File: config.mk
export PLATFORM = sky130hd
export DESIGN_NAME = bram_port_arbiter
export DESIGN_NICKNAME = d
export VERILOG_FILES = /design/src/rtl/bram_port_arbiter_pkg.sv /design/src/rtl/bram_port_arbiter.sv
export SDC_FILE = /design/constraint.sdc
export NUM_CORES = 1
export LEC_CHECK = 0
export CAP_MARGIN = 20
export CORE_MARGIN = 2
export CORE_UTILIZATION = 28
export DETAILED_ROUTE_END_ITERATION = 8
export DONT_BUFFER_PORTS = 1
export PLACE_DENSITY = 0.55
export SETUP_SLACK_MARGIN = 0.4
export SYNTH_ARGS = -nofsm -noshare
export SYNTH_HDL_FRONTEND = slang
export SYNTH_SLANG_ARGS = --single-unit
File: constraint.sdc
create_clock -name clka -period 4.6 [get_ports clka]
set_input_delay 0.46 -clock clka [delete_from_list [all_inputs] [get_ports clka]]
set_output_delay 0.46 -clock clka [all_outputs]
set_load 0.005 [all_outputs]
File: src/rtl/bram_port_arbiter_pkg.sv
// Shared types, constants and the byte-lane merge helper for bram_port_arbiter.
package bram_port_arbiter_pkg;

    localparam int ARB_DATA_W = 32;
    localparam int ARB_BE_W   = ARB_DATA_W / 8;

    typedef enum logic {
        IDLE,
        RMW_WR
    } arb_state_t;

    localparam logic PORT_I = 1'b0;
    localparam logic PORT_D = 1'b1;

    localparam logic [ARB_BE_W-1:0] FULL_BE = '1;

    // Lanes with a set enable take the new byte; all others keep the RAM contents.
    function automatic logic [ARB_DATA_W-1:0] byte_merge(
        input logic [ARB_DATA_W-1:0] old_word,
        input logic [ARB_DATA_W-1:0] new_word,
        input logic [ARB_BE_W-1:0]   be
    );
        logic [ARB_DATA_W-1:0] result;
        for (int b = 0; b < ARB_BE_W; b++) begin
            result[8*b +: 8] = be[b] ? new_word[8*b +: 8] : old_word[8*b +: 8];
        end
        return result;
    endfunction

endpackage

File: src/rtl/bram_port_arbiter.sv
// Two-port (fetch/data) arbiter in front of a single-port word RAM, with RMW for partial writes.
// Optional round-robin conflict resolution: define BRAM_ARB_ROUND_ROBIN_EN.
module bram_port_arbiter
    import bram_port_arbiter_pkg::*;
#(
    parameter int ADDR_W = 14,
    parameter int DATA_W = ARB_DATA_W,
    parameter int BE_W   = DATA_W / 8
) (
    input  logic              clka,
    input  logic              rst_n,
    input  logic              i_valid,
    input  logic [31:0]       i_addr,
    output logic              i_ready,
    output logic              i_rvalid,
    output logic [DATA_W-1:0] i_rdata,
    input  logic              d_valid,
    input  logic              d_we,
    input  logic [BE_W-1:0]   d_be,
    input  logic [31:0]       d_addr,
    input  logic [DATA_W-1:0] d_wdata,
    output logic              d_ready,
    output logic              d_rvalid,
    output logic [DATA_W-1:0] d_rdata,
    output logic              bram_en,
    output logic              bram_we,
    output logic [ADDR_W-1:0] bram_addr,
    output logic [DATA_W-1:0] bram_din,
    input  logic [DATA_W-1:0] bram_dout
);

    arb_state_t        r_state;
    arb_state_t        w_next;
    logic              r_i_rvalid;
    logic              r_d_rvalid;
    logic [DATA_W-1:0] r_i_rdata;
    logic [DATA_W-1:0] r_d_rdata;
    logic [DATA_W-1:0] r_merged;
    logic [ADDR_W-1:0] r_rmw_addr;

    logic [ADDR_W-1:0] w_i_word;
    logic [ADDR_W-1:0] w_d_word;
    logic              w_d_wins;
    logic              w_grant_d;
    logic              w_i_rd;
    logic              w_d_rd;
    logic              w_unused_addr;

    assign w_i_word      = i_addr[ADDR_W+1:2];
    assign w_d_word      = d_addr[ADDR_W+1:2];
    assign w_unused_addr = ^{i_addr[31:ADDR_W+2], i_addr[1:0], d_addr[31:ADDR_W+2], d_addr[1:0]};

`ifdef BRAM_ARB_ROUND_ROBIN_EN
    logic r_last;

    // An RMW raises d_ready only in its second cycle, so it records a single D grant.
    always_ff @(posedge clka) begin
        if (!rst_n) begin
            r_last <= PORT_I;
        end else if (d_ready) begin
            r_last <= PORT_D;
        end else if (i_ready) begin
            r_last <= PORT_I;
        end
    end

    assign w_d_wins = (r_last == PORT_I);
`else
    assign w_d_wins = 1'b1;
`endif

    assign w_grant_d = d_valid && (!i_valid || w_d_wins);

    // All RAM strobes and readies are gated by reset so an aborted RMW never writes.
    always_comb begin
        w_next    = r_state;
        i_ready   = 1'b0;
        d_ready   = 1'b0;
        bram_en   = 1'b0;
        bram_we   = 1'b0;
        bram_addr = w_d_word;
        bram_din  = d_wdata;
        w_i_rd    = 1'b0;
        w_d_rd    = 1'b0;
        if (rst_n) begin
            case (r_state)
                IDLE: begin
                    if (w_grant_d) begin
                        if (!d_we) begin
                            bram_en = 1'b1;
                            d_ready = 1'b1;
                            w_d_rd  = 1'b1;
                        end else if (d_be == FULL_BE) begin
                            bram_en = 1'b1;
                            bram_we = 1'b1;
                            d_ready = 1'b1;
                        end else if (d_be == '0) begin
                            d_ready = 1'b1;
                        end else begin
                            bram_en = 1'b1;
                            w_next  = RMW_WR;
                        end
                    end else if (i_valid) begin
                        bram_en   = 1'b1;
                        bram_addr = w_i_word;
                        i_ready   = 1'b1;
                        w_i_rd    = 1'b1;
                    end
                end
                RMW_WR: begin
                    bram_en   = 1'b1;
                    bram_we   = 1'b1;
                    bram_addr = r_rmw_addr;
                    bram_din  = r_merged;
                    d_ready   = d_valid;
                    w_next    = IDLE;
                end
                default: w_next = IDLE;
            endcase
        end
    end

    always_ff @(posedge clka) begin
        if (!rst_n) begin
            r_state    <= IDLE;
            r_i_rvalid <= 1'b0;
            r_d_rvalid <= 1'b0;
            r_i_rdata  <= '0;
            r_d_rdata  <= '0;
        end else begin
            r_state    <= w_next;
            r_i_rvalid <= w_i_rd;
            r_d_rvalid <= w_d_rd;
            if (w_i_rd) begin
                r_i_rdata <= bram_dout;
            end
            if (w_d_rd) begin
                r_d_rdata <= bram_dout;
            end
        end
    end

    always_ff @(posedge clka) begin
        if (r_state == IDLE && w_next == RMW_WR) begin
            r_merged   <= byte_merge(bram_dout, d_wdata, d_be);
            r_rmw_addr <= w_d_word;
        end
    end

    assign i_rvalid = r_i_rvalid;
    assign d_rvalid = r_d_rvalid;
    assign i_rdata  = r_i_rdata;
    assign d_rdata  = r_d_rdata;

endmodule

# Word level (Yosys, flattened, before mapping)
# Index checks and enable logic that the tools add are counted.
[word_totals] elab_cells=51 reg_bits=113 input_bits=137 out_inout_bits=116
[op_classes] muxes=40 bitwise=1 reduce_logical=2 n_eq_ne=1
[ops] cell="2-to-1 mux 32 bit" count=2
[ops] cell="2-to-1 mux 14 bit" count=3
[ops] cell="2-to-1 mux 8 bit" count=4
[ops] cell="one-hot mux 14 bit (2 select lines)" count=1
[ops] cell="2-to-1 mux 1 bit" count=26
[ops] cell="one-hot mux 1 bit (2 select lines)" count=4
[ops] cell="equality test 4 bit (second input constant)" count=1
[ops] cell="logical NOT 4 bit" count=1
[ops] cell="logical AND 1 bit" count=1
[ops] cell="inverter 1 bit" count=1

# Logic depth before layout (Yosys ltp)
# Gate-level depths: netlist of run 1.
[logic_depth] depth_word=8 ltp_mapped=6 mapped_depth_nobuf=3

# Worst setup path after synthesis of run 1
# OpenSTA, ideal clock, no wires.
[synth_path] path_kind="in2reg" from="input port d_be[1]" to="register r_merged[0] (enable)" cell_stages=4 arrival_time_ns=4.067 setup_ns=0.506 required_ns=4.094 path_slack_ns=0.027 path_cell_list="buf_2 -> nand4_1 -> nand3_1 -> nor3_1"
[synth_between] elab_chain_cells=8 elab_cells_between_ends=9
[synth_lines] element="start: declaration" line="bram_port_arbiter.sv:19" text="input logic [BE_W-1:0] d_be,"
[synth_lines] element="logical NOT 4 bit" line="bram_port_arbiter.sv:97" text="end else if (d_be == '0) begin"
[synth_lines] element="2-to-1 mux 1 bit" line="bram_port_arbiter.sv:97"
[synth_lines] element="2-to-1 mux 1 bit (*)" line="bram_port_arbiter.sv:93" text="end else if (d_be == FULL_BE) begin"
[synth_lines] element="2-to-1 mux 1 bit (*)" line="bram_port_arbiter.sv:89" text="if (!d_we) begin"
[synth_lines] element="2-to-1 mux 1 bit (*)" line="bram_port_arbiter.sv:88" text="if (w_grant_d) begin"
[synth_lines] element="one-hot mux 1 bit (2 select lines) (*)" line="bram_port_arbiter.sv:86" text="case (r_state)"
[synth_lines] element="2-to-1 mux 1 bit (*)" line="bram_port_arbiter.sv:85" text="if (rst_n) begin"
[synth_lines] element="logical AND 1 bit (*)" line="bram_port_arbiter.sv:144" text="if (r_state == IDLE && w_next == RMW_WR) begin"
[synth_lines] element="end signal: assignment" line="bram_port_arbiter.sv:145" text="r_merged <= byte_merge(bram_dout, d_wdata, d_be);"
[synth_lines] element="end: declaration" line="bram_port_arbiter.sv:38" text="logic [DATA_W-1:0] r_merged;"
# Every way passes the cells marked *; elsewhere a longest branch is shown, timed or not.
# A chain may end at the register's enable or synchronous reset.

# Final worst setup path of run 1
[layout_path] from="register r_state" to="output port bram_din[10]"
[layout_between] elab_chain_cells=2
[layout_lines] element="start: declaration" line="bram_port_arbiter.sv:32" text="arb_state_t r_state;"
[layout_lines] element="start signal: assignment" line="bram_port_arbiter.sv:131" text="r_state <= w_next;"
[layout_lines] element="2-to-1 mux 32 bit" line="bram_port_arbiter.sv:86"
[layout_lines] element="2-to-1 mux 32 bit" line="bram_port_arbiter.sv:85"
[layout_lines] element="end: declaration" line="bram_port_arbiter.sv:28" text="output logic [DATA_W-1:0] bram_din,"
# No other way between the ends.

==> results of run 1 <==
[sequential cells by signal, indices dropped and copies added (netlist names)]
register / count
r_merged: 32
i_rdata: 32
r_state: 1
d_rvalid: 1
r_rmw_addr: 14
d_rdata: 32
i_rvalid: 1
[power by group]
group          internal [mW]  leakage (nW)  switching (mW)
combinational         0.0771         0.726          0.0753
clock                  0.963         0.310           0.457
sequential              1.09         0.969          0.0300
total                   2.13          2.00           0.562
[cell type report]
| class | instances | area (sq um) |
|---|---|---|
| flip-flops and latches | 113 | 2720 |
| repair buffers | 7 | 88.8 |
| inverters | 1 | 3.75 |
| clock inverters | 9 | 151 |
| clock buffers | 22 | 485 |
| well taps | 225 | 282 |
| multi-input cells | 315 | 2040 |
| fillers | 1757 | 11600 |
[final timing paths]
path,to,depth (start not counted)
worst max-delay path,bram_din[10],3
worst max register to register,d_rdata[12],4
worst min-delay path,i_rvalid,1
worst min register to register,d_rdata[22],2
[critical path: cells and delay by family, from the launching register on]
kind | cells | cell delay [ns]
buffers and inverters | 1 | 0.49
AND/OR/NAND/NOR | 1 | 0.44
flip-flops | 1 | 0.38
multiplexers | 1 | 0.41
[cell usage after synthesis (2+ instances only)]
master	n
a21oi_1	14
buf_2	11
buf_4	3
buf_6	14
clkbuf_1	7
dfxtp_1	67
edfxtp_1	46
mux2_2	49
mux2_4	15
nand2_1	129
nand3_1	2
nor3_1	2
o21ai_0	47
o21ai_2	17
o22ai_1	28
[logic make-up (layout without fill, tap and decap cells)]
family / count (synthesis) / after routing / synth area share [%]
buffers and inverters: 37 / 39 / 5.38
flip-flops: 113 / 113 / 54.2
AND/OR/NAND/NOR: 141 / 141 / 11.8
multiplexers: 64 / 64 / 15.5
AO/OA/AOI/OAI: 110 / 110 / 13.2
[metrics by stage]
step	utilization, %	std cells	hold slack, ns	cell area (sq um)	power (mW)
after detailed placement	29.2	658	0.463	5090	1.29
after global routing	33.1	692	0.114	5770	2.79
after floorplan	-	465	0.445	5030	1.28
after CTS	32.9	689	0.102	5730	2.73
final	33.1	692	0.131	5770	2.70
after global placement	29.2	658	0.466	5090	1.29
[routing by layer]
| layer | vias up | GRT usage (%) |
|---|---|---|
| li1 | 1645 | - |
| met1 | 1635 | 15.3 |
| met2 | 166 | 21.8 |
| met3 | 14 | 6.03 |
| met4 | 0 | 5.95 |
| met5 | - | 0 |
==> out/qor.csv, run 1 <==
metric;value;unit
ranking of synthesized cells by area;edfxtp_1 28%, dfxtp_1 27%, mux2_2 11%;
DIE AREA;19000;sq um
sequential cell area fraction in the yosys report;54.2;%
RSZ-0062 raised after global routing;no;
Synth Area per Inst;10.8;sq um
Pre-antenna DRT Iters;4;
metal3 WL;1310;um
crit path kind;flop to output pin;
Num CTS Buffers;17;
Critical R2R Launch;r_state;
PostCTS Resize Cnt;0;
crit path DAT;2.14;ns
Pwr Density;467;nW/um^2
Setup Buffers After CTS;0;
Cell Rows;48;
I/O Buffers;0;
crit-path max FO;28;
crit-path cells;nand2_2 > buf_4 > mux2_2;
Clock Latency Late Sink;0.40;ns
Hold Buf Count CTS;0;
Final period util;56.5;%
worst slew pin tran;0.978;ns
CTS tree;built;
Hold WC Path Type;primary input to flop;
pre-CTS setup slack;1.86;ns
worst reg-to-reg setup slack;2.50;ns
All-Layer GR Usage;13.5;%
vias post-DR;3460;
final setup violation count;0;
Net Count, Synth;602;
DR iter-0 viols;119;
Final HPWL DP;9200;um
Worst Hold Launch;d_valid;
startpoint types;flop;
commonest cells after routing, fill and taps aside;129 x nand2_1, 67 x dfxtp_1, 49 x mux2_2, 47 x o21ai_0, 46 x edfxtp_1;
Clock transition at path regs;0.05;ns
Die Wd;138;um
Cells after Synth;465;
Die H;138;um
Synth Warn #;0;
minimum clock period;2.60;ns
Post-synth EDFFs;46;
largest net degree at the start of global routing;87;
outcome;finished clean;
Worst EP required;4.14;ns
Area growth, synth to finish;15.0;%
Post-layout nets;592;
leakage;2.00;nW
fmax;384;MHz
Post-synth top flop;dfxtp_1;
most common cell after layout, fill and taps aside;nand2_1;
Synth top area share;27.5;%
flops & latches, synth;113;
Slew Limit Headroom;34.8;%
post-route ant nets;0;
Cell variety after synth;29;
# DRC;0;
Hold Violations, Final;0;
H-tree levels;4;
share of cells above drive strength 1;26.1;%
Max-Cap Viols;0;
initial antenna violation count;0;
CTS max path bufs;2;
slowest stage cell, crit path;buf_4;
wire per inst;18.9;um
CTS Root Cell;clkbuf_16;
post-DR vias/cell;5.00;
met2 wire length;6270;um
drt total wl;13100;um
crit path from;r_state;
clock skew;0.00768;ns
Async SR Flop Fraction;0;%
VDD IR max;0.235;mV
Final Max Tran Viols;0;
Sink Count;113;
vias in the first global route;3405;
gr ovfl total;0;
Top Metal Used;met4;
Synth area leader;edfxtp_1;
Crit. End Element;output pin;
max incr delay on CP;0.49;ns
routability cong.;0.703;
Ant. Diodes;0;
I/O Pins;253;
total negative setup slack;0;ns
fin worst setup slack;2.00;ns
global-route wire length before repair;18700;um
Post-Syn Area;5020;sq um
core area;17400;sq um
Metal-1 WL;5290;um
Initial Util;28.8;%
Note: power is estimated with default switching activity, not from simulation.
==> run 2, diff against run 1 <==
==> constraint.sdc (replaced) <==
create_clock -name clka -period 2.3 [get_ports clka]
set_input_delay 0.23 -clock clka [delete_from_list [all_inputs] [get_ports clka]]
set_output_delay 0.23 -clock clka [all_outputs]
set_load 0.005 [all_outputs]
==> run 2 against run 1 <==
Effect of this change: sequential power is 100% higher; count of clock-buffer cells in the layout increased by 1; hold slack lost 0.097 ns; non-clock buffer count increased by 54; combinational power increased to 2.7 times the previous value; global-route usage is 0.88 points higher; sequential share of layout area fell by 4.3 points; setup slack got worse by 1.5 ns; total power up 100%; routed wire length increased by 7.5%; clock skew up 0.0021 ns.
==> out/qor.csv, run 2 (same netlist as run 1, synthesis figures left out) <==
metric;value;unit;change
outcome;finished clean;;unchanged
crit path kind;flop to flop;;was flop to output pin
CTS tree;built;;unchanged
P_int;4.34;mW;was 2.13 mW
Metal-1 WL;5510;um;was 5290 um
crit path from;r_state;;unchanged
Final period util;77.5;%;
DR iter-0 viols;118;;was 119
routability cong.;0.750;;was 0.703
Area growth, synth to finish;26.6;%;was 15.0%
I/O Buffers;0;;unchanged
minimum clock period;1.78;ns;
clock group share of total power;51.7;%;was 52.7%
RSZ-0062 raised after global routing;no;;unchanged
vias post-DR;3725;;was 3,460
Pre-antenna DRT Iters;4;;unchanged
final setup violation count;0;;unchanged
post-DR vias/cell;4.99;;was 5.00
Sw Pwr;1.17;mW;was 562 uW
Max-Cap Viols;0;;unchanged
Sink Count;113;;unchanged
fin area;6360;sq um;was 5770 sq um
pre-CTS setup slack;0.711;ns;was 1.86 ns
Die H;138;um;unchanged
Hold WC Path Type;primary input to flop;;unchanged
share of cells above drive strength 1;24.7;%;was 26.1%
Sw Share;21.3;%;was 20.9%
leakage;2.26;nW;was 2.00 nW
met2 wire length;6970;um;was 6270 um
commonest cells after routing, fill and taps aside;129 x nand2_1, 66 x dfxtp_1, 51 x dlygate4sd3_1, 49 x mux2_2, 47 x o21ai_0;;was 129 x nand2_1, 67 x dfxtp_1, 49 x mux2_2, 47 x o21ai_0, 46 x edfxtp_1
Hold Violations, Final;0;;unchanged
fmax;561;MHz;
Setup Buffers After CTS;0;;unchanged
gr ovfl total;0;;unchanged
Comb power frac;7.5;%;was 5.7%
Cell Rows;48;;unchanged
wire per inst;18.8;um;was 18.9 um
# DRC;0;;unchanged
Final HPWL DP;9150;um;was 9200 um
largest net degree at the start of global routing;61;;was 87
worst r2r path cells;3;;was 4
reg2reg end;d_rdata[23];;was d_rdata[12]
Critical R2R Launch;r_state;;unchanged
drt total wl;14100;um;was 13,100 um
Worst EP required;2.60;ns;was 4.14 ns
most common cell after layout, fill and taps aside;nand2_1;;unchanged
All-Layer GR Usage;14.4;%;was 13.5%
CTS Root Cell;clkbuf_16;;unchanged
DIE AREA;19000;sq um;unchanged
Slew Limit Headroom;61.4;%;was 34.8%
Num CTS Buffers;17;;unchanged
clock skew;0.00978;ns;was 0.00768 ns
worst slew pin tran;0.578;ns;was 0.978 ns
global-route wire length before repair;20000;um;was 18,700 um
Die Wd;138;um;unchanged
worst setup path end;d_rdata[23];;was bram_din[10]
crit-path max FO;23;;was 28
initial antenna violation count;0;;unchanged
worst reg-to-reg setup slack;0.52;ns;was 2.50 ns
Post-layout nets;646;;was 592
core area;17400;sq um;unchanged
Initial Util;28.8;%;unchanged
H-tree levels;4;;unchanged
startpoint types;flop;;unchanged
vias in the first global route;3772;;was 3,405
I/O Pins;253;;unchanged
total negative setup slack;0;ns;unchanged
Ant. Diodes;0;;unchanged
Pwr Density;866;nW/um^2;was 467 nW/um^2
register share of total power;40.8;%;was 41.6%
Clock Latency Late Sink;0.41;ns;was 0.40 ns
CTS max path bufs;2;;unchanged
crit path DAT;2.08;ns;was 2.14 ns
Clock transition at path regs;0.06;ns;was 0.05 ns
metal3 WL;1330;um;was 1310 um
DP Area;5160;sq um;was 5090 sq um
fin worst setup slack;0.517;ns;was 2.00 ns
post-route ant nets;0;;unchanged
Final Max Tran Viols;0;;unchanged
Crit. End Element;flop;;was output pin
VDD IR max;0.534;mV;was 0.235 mV
Top Metal Used;met4;;unchanged
WHS;0.0340;ns;was 0.131 ns
run 2: stage by stage:
| stage | instances | util, % | power, mW |
|---|---|---|---|
| floorplan | 465 | - | 2.58 |
| CTS | 747 | 36.4 | 5.57 |
| global placement | 663 | 29.6 | 2.59 |
| global route | 747 | 36.5 | 5.70 |
| detailed placement | 663 | 29.6 | 2.60 |
| finish | 747 | 36.5 | 5.51 |
run 2: layout make-up:
class	count	area [sq um]
Multi-Input combinational cell	315	2060
Fill cell	1722	11100
Clock buffer	23	489
Timing Repair Buffer	61	647
Sequential cell	113	2720
Clock inverter	9	151
Inverter	1	3.75
Tap cell	225	282
run 2: repair_timing:
item | CTS | global route
hold buffers | 52 | 0
resized for setup | 1 | 2
endpoints found under the setup margin | 29 | 24
endpoints found under the hold margin | 80 | 0
run 2: power groups by stage:
stage | sequential, mW | clock (mW) | combinational (mW)
2_1_floorplan | 2.27 | 0 | 0.309
3_3_place_gp | 2.29 | 0 | 0.300
3_5_place_dp | 2.29 | 0 | 0.312
4_1_cts | 2.25 | 2.91 | 0.419
5_1_grt | 2.26 | 2.99 | 0.457
6_report | 2.25 | 2.85 | 0.416
run 2: metal layers:
metal	global-route usage, %	vias up
met5	0	-
met4	4.99	0
met3	6.76	16
met2	24.9	157
met1	15.3	1809
li1	-	1743
run 2: worst max-delay path, cell delays in order, from the launching register on:
cell and delay (ns):
dfxtp_2 0.38, and4bb_4 0.58, o21ai_0 0.14, dlygate4sd3_1 0.57
run 2: worst min-delay path by stage:
| stage | start | cells past startpoint | slack (ns) | to |
|---|---|---|---|---|
| 2_1_floorplan | d_addr[2] | 0 | 0.33 | r_rmw_addr[0] |
| 3_3_place_gp | d_valid | 1 | 0.31 | i_rvalid |
| 3_5_place_dp | d_valid | 1 | 0.32 | i_rvalid |
| 4_1_cts | bram_dout[27] | 1 | 0.01 | r_merged[27] |
| 5_1_grt | bram_dout[24] | 1 | 0.01 | r_merged[24] |
| 6_report | bram_dout[27] | 1 | 0.03 | r_merged[27] |
==> run 3, diff against run 2 <==
--- a/config.mk
+++ b/config.mk
@@ -10,7 +10,7 @@
 export CORE_UTILIZATION = 28
 export DETAILED_ROUTE_END_ITERATION = 8
 export DONT_BUFFER_PORTS = 1
-export PLACE_DENSITY = 0.55
+export PLACE_DENSITY = 0.53
 export SETUP_SLACK_MARGIN = 0.4
 export SYNTH_ARGS = -nofsm -noshare
 export SYNTH_HDL_FRONTEND = slang
==> constraint.sdc (replaced) <==
create_clock -name clka -period 1.8 [get_ports clka]
set_input_delay 0.18 -clock clka [delete_from_list [all_inputs] [get_ports clka]]
set_output_delay 0.18 -clock clka [all_outputs]
set_load 0.005 [all_outputs]
==> run 3 against run 2 <==
Effect of this change: total power is 23% higher; final cell count rose by 11%; highest routed layer unchanged; critical path type is now flop to output pin; clock power up 7.7%.
==> out/qor.csv, run 3 (same netlist as run 1, synthesis figures left out) <==
metric;value;unit;change
outcome;finished clean;;unchanged
CTS max path bufs;2;;unchanged
Slew Limit Headroom;50.2;%;was 61.4%
core area;17400;sq um;unchanged
Area growth, synth to finish;54.0;%;was 26.6%
clock skew;0.00666;ns;was 0.00978 ns
Clock Latency Late Sink;0.41;ns;about the same
Die H;138;um;unchanged
post-DR vias/cell;4.98;;was 4.99
crit-path max FO;6;;was 23
Crit. End Element;output pin;;was flop
final setup violation count;0;;unchanged
Hold Path End;r_state;;was r_merged[27]
Ant. Diodes;0;;unchanged
leakage;2.82;nW;was 2.26 nW
fmax;608;MHz;
share of cells above drive strength 1;32.9;%;was 24.7%
crit path DAT;1.47;ns;was 2.08 ns
VDD IR max;0.615;mV;was 0.534 mV
minimum clock period;1.65;ns;
drt total wl;17400;um;was 14,100 um
DR iter-0 viols;175;;was 118
Final period util;91.4;%;
Initial Util;28.8;%;unchanged
H-tree levels;4;;unchanged
total negative setup slack;0;ns;unchanged
post-route ant nets;0;;unchanged
Post-layout nets;727;;was 646
Cell Rows;48;;unchanged
commonest cells after routing, fill and taps aside;124 x nand2_1, 96 x dlygate4sd3_1, 66 x dfxtp_1, 46 x mux2_2, 46 x edfxtp_1;;was 129 x nand2_1, 66 x dfxtp_1, 51 x dlygate4sd3_1, 49 x mux2_2, 47 x o21ai_0
hold depth;2;;was 1
startpoint types;flop;;unchanged
Final HPWL DP;9150;um;about the same
Pre-antenna DRT Iters;4;;unchanged
initial antenna violation count;0;;unchanged
# DRC;0;;unchanged
worst reg-to-reg setup slack;0.26;ns;was 0.52 ns
vias in the first global route;4015;;was 3,772
Max-Cap Viols;0;;unchanged
Worst Hold Launch;d_be[0];;was bram_dout[27]
Die Wd;138;um;unchanged
Num CTS Buffers;17;;unchanged
CTS tree;built;;unchanged
Hold WC Path Type;primary input to flop;;unchanged
reg2reg end;r_merged[22];;was d_rdata[23]
Pwr Density;877;nW/um^2;was 866 nW/um^2
Hold Violations, Final;0;;unchanged
CTS Root Cell;clkbuf_16;;unchanged
Worst EP required;1.62;ns;was 2.60 ns
worst slew pin tran;0.741;ns;was 0.578 ns
Critical R2R Launch;r_state;;unchanged
fin area;7730;sq um;was 6360 sq um
Sink Count;113;;unchanged
global-route wire length before repair;22100;um;was 20,000 um
wire per inst;21.0;um;was 18.8 um
routability cong.;0.765;;was 0.750
crit path kind;flop to output pin;;was flop to flop
DIE AREA;19000;sq um;unchanged
I/O Buffers;0;;unchanged
crit path from;r_state;;unchanged
I/O Pins;253;;unchanged
All-Layer GR Usage;15.9;%;was 14.4%
largest net degree at the start of global routing;56;;was 61
vias post-DR;4116;;was 3,725
Final Max Tran Viols;0;;unchanged
RSZ-0062 raised after global routing;yes;;was no
most common cell after layout, fill and taps aside;nand2_1;;unchanged
Clock transition at path regs;0.05;ns;was 0.06 ns
worst r2r path cells;6;;was 3
gr ovfl total;0;;unchanged
DP Area;5190;sq um;was 5160 sq um
Filler cells;1580;;was 1,722
run 3: worst max path at each step:
stage	endpoint	slack, ns	cells past startpoint
4_1_cts	bram_din[21]	0.11	4
2_1_floorplan	r_merged[0]	-0.27	4
3_3_place_gp	bram_din[1]	0.44	3
5_1_grt	i_ready	0.1	4
3_5_place_dp	bram_din[4]	0.44	3
6_report	bram_din[20]	0.15	4
run 3: per-layer routing:
metal / wire length (um) / GRT usage (%)
met3: 1250 / 5.74
met2: 8960 / 27.9
met5: 0 / 0
met1: 6930 / 17.4
met4: 226 / 6.24
run 3: metrics by stage:
step	instances	worst slack, ns	hold WS, ns	total power [mW]	utilization, %
detailed placement	665	0.436	0.265	3.33	29.8
global placement	665	0.438	0.264	3.31	29.8
finish	827	0.154	0.0599	6.78	44.4
floorplan	465	-0.271	0.279	3.29	-
CTS	803	0.114	0.0614	6.72	41.0
global route	827	0.0973	0.0407	7.04	44.4
run 3: layout make-up:
| class | count | area, sq um | share of cell area, % |
|---|---|---|---|
| inverters | 1 | 3.75 | 0.0485 |
| well taps | 225 | 282 | 3.64 |
| clock buffers | 24 | 472 | 6.10 |
| multi-input cells | 315 | 2390 | 31.0 |
| repair buffers | 142 | 1800 | 23.2 |
| clock inverters | 7 | 60.1 | 0.776 |
| flip-flops and latches | 113 | 2730 | 35.2 |
run 3: worst max-delay path: stages (launching register included):
cell	delay, ns
dfxtp_4	0.39
nand2_8	0.08
buf_12	0.14
buf_16	0.13
mux2_4	0.30
run 3: what timing repair did:
item,CTS,global route
pin swaps,2,4
setup endpoints to repair,49,126
resized for setup,47,49
buffers inserted,3,11
hold buffers,100,0
endpoints found under the hold margin,112,0
gates cloned,4,13
run 3: report_power, final:
| group | leakage, nW | switching [mW] | internal, mW |
|---|---|---|---|
| logic | 1.58 | 0.355 | 0.482 |
| clock network | 0.267 | 1.13 | 1.94 |
| registers | 0.970 | 0.0842 | 2.79 |
